<file path="src/rtl/inport_debounce_capture.sv">
// inport_debounce_capture
// Turns the board switches and a bouncy "load" button into the 32-bit INPORTin word.
// Raw inputs are double-flopped into the clk domain. A four-state FSM debounces the
// button. On each accepted press the synchronised switch value is extended to 32 bits
// and latched, and new_data pulses for one cycle.

module inport_debounce_capture #(
    parameter int SW_WIDTH        = 8,
    parameter int DEBOUNCE_CYCLES = 50000,
    parameter bit SIGN_EXT        = 1'b0
) (
    input  logic                clk,
    input  logic                reset,
    input  logic [SW_WIDTH-1:0] sw,
    input  logic                btn,
    output logic [31:0]         inport_q,
    output logic                new_data,
    output logic                busy
);

    // Keep the counter at least one bit wide for the smallest legal debounce length.
    localparam int CW = (DEBOUNCE_CYCLES > 2) ? $clog2(DEBOUNCE_CYCLES) : 1;
    localparam logic [CW-1:0] CNT_LAST = CW'(DEBOUNCE_CYCLES - 1);

    localparam logic [1:0] IDLE       = 2'd0;
    localparam logic [1:0] PRESS_DB   = 2'd1;
    localparam logic [1:0] HELD       = 2'd2;
    localparam logic [1:0] RELEASE_DB = 2'd3;

    logic                btn_meta_reg;
    logic                btn_s_reg;
    logic [SW_WIDTH-1:0] sw_meta_reg;
    logic [SW_WIDTH-1:0] sw_s_reg;

    logic [1:0]          state_reg;
    logic [1:0]          state_next;
    logic [CW-1:0]       cnt_reg;
    logic [CW-1:0]       cnt_next;
    logic                capture;

    logic [31:0]         sw_ext;
    logic [31:0]         inport_reg;
    logic                new_data_reg;
    logic                busy_reg;

    // Two-flop synchronisers for the button and every switch bit.
    always_ff @(posedge clk or negedge reset) begin
        if (!reset) begin
            btn_meta_reg <= 1'b0;
            btn_s_reg    <= 1'b0;
            sw_meta_reg  <= '0;
            sw_s_reg     <= '0;
        end else begin
            btn_meta_reg <= btn;
            btn_s_reg    <= btn_meta_reg;
            sw_meta_reg  <= sw;
            sw_s_reg     <= sw_meta_reg;
        end
    end

    // Widen the synchronised switches to 32 bits; a full-width bus needs no padding.
    generate
        if (SW_WIDTH >= 32) begin : g_ext_full
            assign sw_ext = sw_s_reg[31:0];
        end else if (SIGN_EXT) begin : g_ext_sign
            assign sw_ext = {{(32 - SW_WIDTH){sw_s_reg[SW_WIDTH-1]}}, sw_s_reg};
        end else begin : g_ext_zero
            assign sw_ext = {{(32 - SW_WIDTH){1'b0}}, sw_s_reg};
        end
    endgenerate

    // Debounce FSM next-state logic; the counter restarts on every state entry.
    always_comb begin
        state_next = state_reg;
        cnt_next   = cnt_reg;
        capture    = 1'b0;
        case (state_reg)
            IDLE: begin
                if (btn_s_reg) begin
                    state_next = PRESS_DB;
                    cnt_next   = '0;
                end
            end
            PRESS_DB: begin
                if (!btn_s_reg) begin
                    state_next = IDLE;
                    cnt_next   = '0;
                end else if (cnt_reg == CNT_LAST) begin
                    state_next = HELD;
                    cnt_next   = '0;
                    capture    = 1'b1;
                end else begin
                    cnt_next   = cnt_reg + CW'(1);
                end
            end
            HELD: begin
                if (!btn_s_reg) begin
                    state_next = RELEASE_DB;
                    cnt_next   = '0;
                end
            end
            default: begin
                if (btn_s_reg) begin
                    state_next = HELD;
                    cnt_next   = '0;
                end else if (cnt_reg == CNT_LAST) begin
                    state_next = IDLE;
                    cnt_next   = '0;
                end else begin
                    cnt_next   = cnt_reg + CW'(1);
                end
            end
        endcase
    end

    // State, counter and busy flag; busy tracks the state it is registered with.
    always_ff @(posedge clk or negedge reset) begin
        if (!reset) begin
            state_reg <= IDLE;
            cnt_reg   <= '0;
            busy_reg  <= 1'b0;
        end else begin
            state_reg <= state_next;
            cnt_reg   <= cnt_next;
            busy_reg  <= (state_next != IDLE);
        end
    end

    // Capture register and its one-cycle new_data strobe, updated on the same edge.
    always_ff @(posedge clk or negedge reset) begin
        if (!reset) begin
            inport_reg   <= 32'h0;
            new_data_reg <= 1'b0;
        end else begin
            new_data_reg <= capture;
            if (capture) begin
                inport_reg <= sw_ext;
            end
        end
    end

    assign inport_q = inport_reg;
    assign new_data = new_data_reg;
    assign busy     = busy_reg;

endmodule

</file>
<file path="config.mk">
export PLATFORM = sky130hd
export DESIGN_NAME = inport_debounce_capture
export DESIGN_NICKNAME = d
export VERILOG_FILES = /design/src/rtl/inport_debounce_capture.sv
export SDC_FILE = /design/constraint.sdc
export NUM_CORES = 1
export LEC_CHECK = 0
export BUFFER_PORTS_ARGS = -buffer_cell sky130_fd_sc_hd__buf_2
export CORE_MARGIN = 8
export CORE_UTILIZATION = 57
export CTS_BUF_LIST = sky130_fd_sc_hd__clkbuf_16
export CTS_CLUSTER_DIAMETER = 30
export DETAILED_ROUTE_END_ITERATION = 16
export PLACE_DENSITY = 0.94
export SLEW_MARGIN = 20
export SYNTH_ARGS = -nofsm -noshare
export SYNTH_HDL_FRONTEND = slang
export SYNTH_SLANG_ARGS = --single-unit
</file>
<file path="constraint.sdc">
create_clock -name clk -period 4.58 [get_ports clk]
set_input_delay 0 -clock clk [delete_from_list [all_inputs] [get_ports clk]]
set_output_delay 0 -clock clk [all_outputs]
set_load 0.02 [all_outputs]
</file>
# Word level (Yosys, flattened, before mapping)
# Index checks and enable logic that the tools add are counted.
op_classes:
  n_addsub: 1
  muxes: 16
  n_reduce_logical: 3
  n_eq_ne: 5
op_table:
  columns: ["operator", "count"]
  rows:
  - ["$mux W16", 5]
  - ["$pmux W16 S3", 1]
  - ["$add A16 B1 Y16 const B", 1]
  - ["$eq A16 B16 Y1 const B", 1]
  - ["$mux W2", 6]
  - ["$pmux W2 S3", 1]
  - ["$ne A2 B2 Y1 const B", 2]
  - ["$mux W1", 3]
  - ["$eq A2 B1 Y1 const B", 1]
  - ["$eq A2 B2 Y1 const B", 1]
  - ["$logic_not A2 Y1", 1]
  - ["$reduce_and A2 Y1", 1]
  - ["$reduce_bool A2 Y1", 1]
word_totals:
  input_bits: 11
  reg_bits: 46

# Depth between registers and ports, before layout
depth:
  word_depth: 5
  depth_mapped: 7

# Worst setup path before layout
# OpenSTA, ideal clock, no wires.
synth_timing:
  path_type: "reg2reg"
  start: "reg cnt_reg[0]"
  end: "reg inport_reg[0] (netlist: inport_q[0])"
  period_less_slack_ps: 1701
  setup_ps: 125
  stages_incl_launch_ff: 5
  path_slack_ps: 2879
  arrival_time_ps: 1577
  required_time_ps: 4455
  cell_sequence: "dfrtp_1 -> ha_1 -> nand3_1 -> nor4_4 -> mux2_2"
synth_between:
  elab_chain_len: 4
synth_lines:
  columns: ["item", "line", "text"]
  rows:
  - ["start: declaration", "37", "logic [CW-1:0] cnt_reg;"]
  - ["start signal: assignment", "124", "cnt_reg <= cnt_next;"]
  - ["$eq A16 B16 Y1", "88", "end else if (cnt_reg == CNT_LAST) begin"]
  - ["$mux W1", "88", null]
  - ["$mux W1", "85", "if (!btn_s_reg) begin"]
  - ["$mux W1", "77", "case (state_reg)"]
  - ["end signal: assignment", "137", "inport_reg <= sw_ext;"]
  - ["end: declaration", "42", "logic [31:0] inport_reg;"]
# Every way passes these cells.
# A chain may end at the register's enable or synchronous reset.

# Worst setup path in the final report
layout_timing:
  start: "reg cnt_reg[0]"
  end: "reg inport_reg[4] (netlist: inport_q[4])"
# Same word-level chain as after synthesis.

==> metrics.md <==
| Metric | Value |
|---|---|
| Reg-to-reg slack, setup | 2.40 ns |
| FP Rows | 22 |
| Critical R2R Launch | cnt_reg[0]$_DFFE_PN0P_ |
| Core ar. | 3610 um^2 |
| Placed Cells | about 240 |
| Port bufs | 20 |
| Worst setup SP type | register |
| VDD IR-drop max | 242 uV |
| Clock buffer depth | 2 |
| Reg clk slew, reported paths | about 0.07 ns |
| EDFF count, synth | 0 |
| Drt first pass iters | 5 |
| Synth area leaders | dfrtp_1 (54%), buf_4 (8.5%), mux2_2 (4.8%) |
| Clock Skew | around 0.011 ns |
| Largest family of logic cells by synthesized area | simple AND/OR/NAND/NOR gates |
| Diode count | 0 |
| CP Launch Point | cnt_reg[0]$_DFFE_PN0P_ |
| Synth cell types | 37 |
| Relative slew slack | 0.349 |
| Total grt overflow | 0 |
| Max_cap viols | 0 |
| Leak | about 1.1 nW |
| Xor and xnor fraction of the mapped netlist area | 0.00826 |
| First-pass GRT wire length | 8540 um |
| Register area share after synthesis | 0.543 |
| Synth warnings | 0 |
| Status | complete, no violations |
| Via count | 1621 |
| Final period util | 0.475 |
| Reg power frac | 0.474 |
| Met3 Track Usage GR | 0.0408 |
| FF-to-FF path depth | 4 |
| Commonest cells after routing, fill and taps aside | dfrtp_1 (46), conb_1 (24), buf_2 (20), a31oi_1 (15), nand3_1 (11) |
| Synth Area in Compound Gates | 0.102 |
| Worst Tran Pin Value | 0.977 ns |
| Worst-skew pair later-pin latency | 0.29 ns |
| WL final | between 4000 and 5000 um |
| Via count of the first global-routing pass | about 1700 |
| Share of cells above drive strength 1 | 0.197 |
| Max-slew violation count | 0 |
| Max H-tree Level | 2 |
| Multi-input logic area | 820 um^2 |
| Final net count | 224 |
| Total setup buffers inserted after CTS | 0 |
| Chip height | slightly below 80 um |
| Clk Tree Root Cell | clkbuf_16 |
| Post-synth top area share | 0.543 |
| Top fanout value on the critical path | 8 |
| Power density over cell area | around 370 nW/um^2 |
| Starting density of the core | 0.588 |
| Crit Reg-Reg Endpoint | inport_q[4]$_DFFE_PN0P_ |
| Fin cells | ~260 |
| DRT antenna net count | 0 |
| CP Class | reg -> reg |
| Final min period | ~2.2 ns |
| Crit path to | inport_q[4]$_DFFE_PN0P_ |
| Flops & latches, synth | 46 |
| Post-Syn Area | 2120 um^2 |
| Int Power | about 0.7 mW |
| Storage element area | 1150 um^2 |
| Min-Delay Path Class | in -> reg |
| Fin area | roughly 2400 um^2 |
| Sw Ratio | 0.232 |
| Gr busiest metal | met2 |
| Starting DRT DRC Count | between 200 and 250 |
| Mux contribution to synthesized area | 0.0573 |
| Top FF cell, synth | dfrtp_1 |
| Dpl cell area | 2150 um^2 |
| Post-synth ARST share | 1.00 |
| Dpl hpwl | 2800 um |
| CP arrival | 2.35 ns |
| Clk sink count | 46 |
| Top Ports | 45 |
| Critical path required time | between 4 and 5 ns |
| CTS buffer count | 5 |
| Most common cell after layout, fill and taps aside | dfrtp_1 |
| Final setup fails | 0 |
| Number of flip-flops in the largest register | 16 |
| Number of antenna violations at the first check in global routing | 0 |
| Layout area overhead | 14.1% |
| RePlAce Congestion | 0.849 |
| Clock Power Share | 0.462 |
| Synth Area in Simple Gates | 0.171 |
| GR Layer Usage met1 | 0.209 |
| Fmax | 0.460 GHz |
| Yosys top cell by area | dfrtp_1 |
| Fin Setup TNS | 0 ns |
| RSZ-0062 raised after global routing | no |
| Largest net degree at the start of global routing | 47 |
| Avg WL per Cell | 19.1 um |
| Gr usage total | 0.181 |
| Fillers | roughly 260 |
| CTS tree | yes |
| Die Area | ~5900 um^2 |
| Switching power | 0.209 mW |
| Vias per cell | approximately 6.2 |
| Mapped Avg Cell Area | 11.5 um^2 |
| Final Core Density | 0.671 |
| Comb power frac | 0.064 |
| Met2 GRT Util | 0.287 |
| CP Capture Type | register |
| Post-Synth Adder-Cell Area | 0.00590 |
| Die Wd | 77.0 um |
| Mapped Cells | 185 |
| Final Hold Vio Count | 0 |
| DRC | 0 |
-- power by group through the flow --
stage          clock network (mW)  logic [mW]  registers [mW]
6_report                    0.417      0.0577           0.428
3_3_place_gp                    0      0.0479           0.433
3_5_place_dp                    0      0.0485           0.435
2_1_floorplan                   0      0.0490           0.433
4_1_cts                     0.414      0.0564           0.427
5_1_grt                     0.436      0.0639           0.429
-- cells in the mapped netlist (2+ instances only) --
cell / count
o211ai_1: 2
inv_1: 3
buf_2: 5
and4_1: 3
dfrtp_1: 46
nand3_1: 11
a31oi_1: 15
buf_4: 24
and3_1: 5
mux2i_1: 2
o22ai_1: 2
nand2b_1: 3
nor2_1: 3
nand4_1: 7
and2_1: 5
a41oi_1: 4
a21oi_1: 2
nand2_1: 8
xor2_1: 2
o21ai_0: 3
clkbuf_1: 5
mux2_2: 9
nor4b_2: 2
-- routing by layer --
layer / up-vias / routed length, um
met5: - / 0
met4: 0 / 372
met3: 35 / 309
met2: 113 / 2420
met1: 786 / 1890
li1: 687 / -
-- per-stage QoR --
stage          setup WS (ns)  power (mW)  hold slack, ns
2_1_floorplan           2.88       0.482          -0.296
6_report                2.40       0.903           0.342
4_1_cts                 2.59       0.898           0.346
5_1_grt                 2.32       0.928           0.350
3_3_place_gp            2.67       0.481           0.108
3_5_place_dp            2.61       0.483           0.109
-- worst max-delay path: stages (launching register included) --
cell and delay (ns):
dfrtp_1 0.40, ha_1 0.21, nand3_1 0.30, nor4_4 0.70, mux2_2 0.44
-- what timing repair did --
action | CTS | global route
hold endpoints to repair | 55 | 0
hold buffers | 10 | 0
resized for setup | 0 | 0
-- cell type report --
type	instances	area share
clock inverter	3	0.0181
inverter	3	0.00466
timing repair buffer	31	0.0859
clock buffer	5	0.0517
sequential	46	0.476
tap	48	0.0248
multi-input combinational	125	0.339
-- worst min path at each step --
stage | from | end | slack [ns] | depth (start not counted)
global route | sw_meta_reg[4]$_DFF_PN0_ | sw_s_reg[4]$_DFF_PN0_ | 0.35 | 0
finish | sw[6] | sw_meta_reg[6]$_DFF_PN0_ | 0.34 | 2
floorplan | reset | btn_meta_reg$_DFF_PN0_ | -0.30 | 0
detailed placement | sw[3] | sw_meta_reg[3]$_DFF_PN0_ | 0.11 | 1
CTS | btn | btn_meta_reg$_DFF_PN0_ | 0.35 | 2
global placement | sw[4] | sw_meta_reg[4]$_DFF_PN0_ | 0.11 | 1
-- cells by family after synthesis --
logic type / Yosys count
simple gates: 55
flops: 46
buf+inv: 37
compound gates: 32
mux: 11
xor+xnor: 2
fa+ha+maj: 1
other cells: 1
Note: power is estimated with default switching activity, not from simulation.
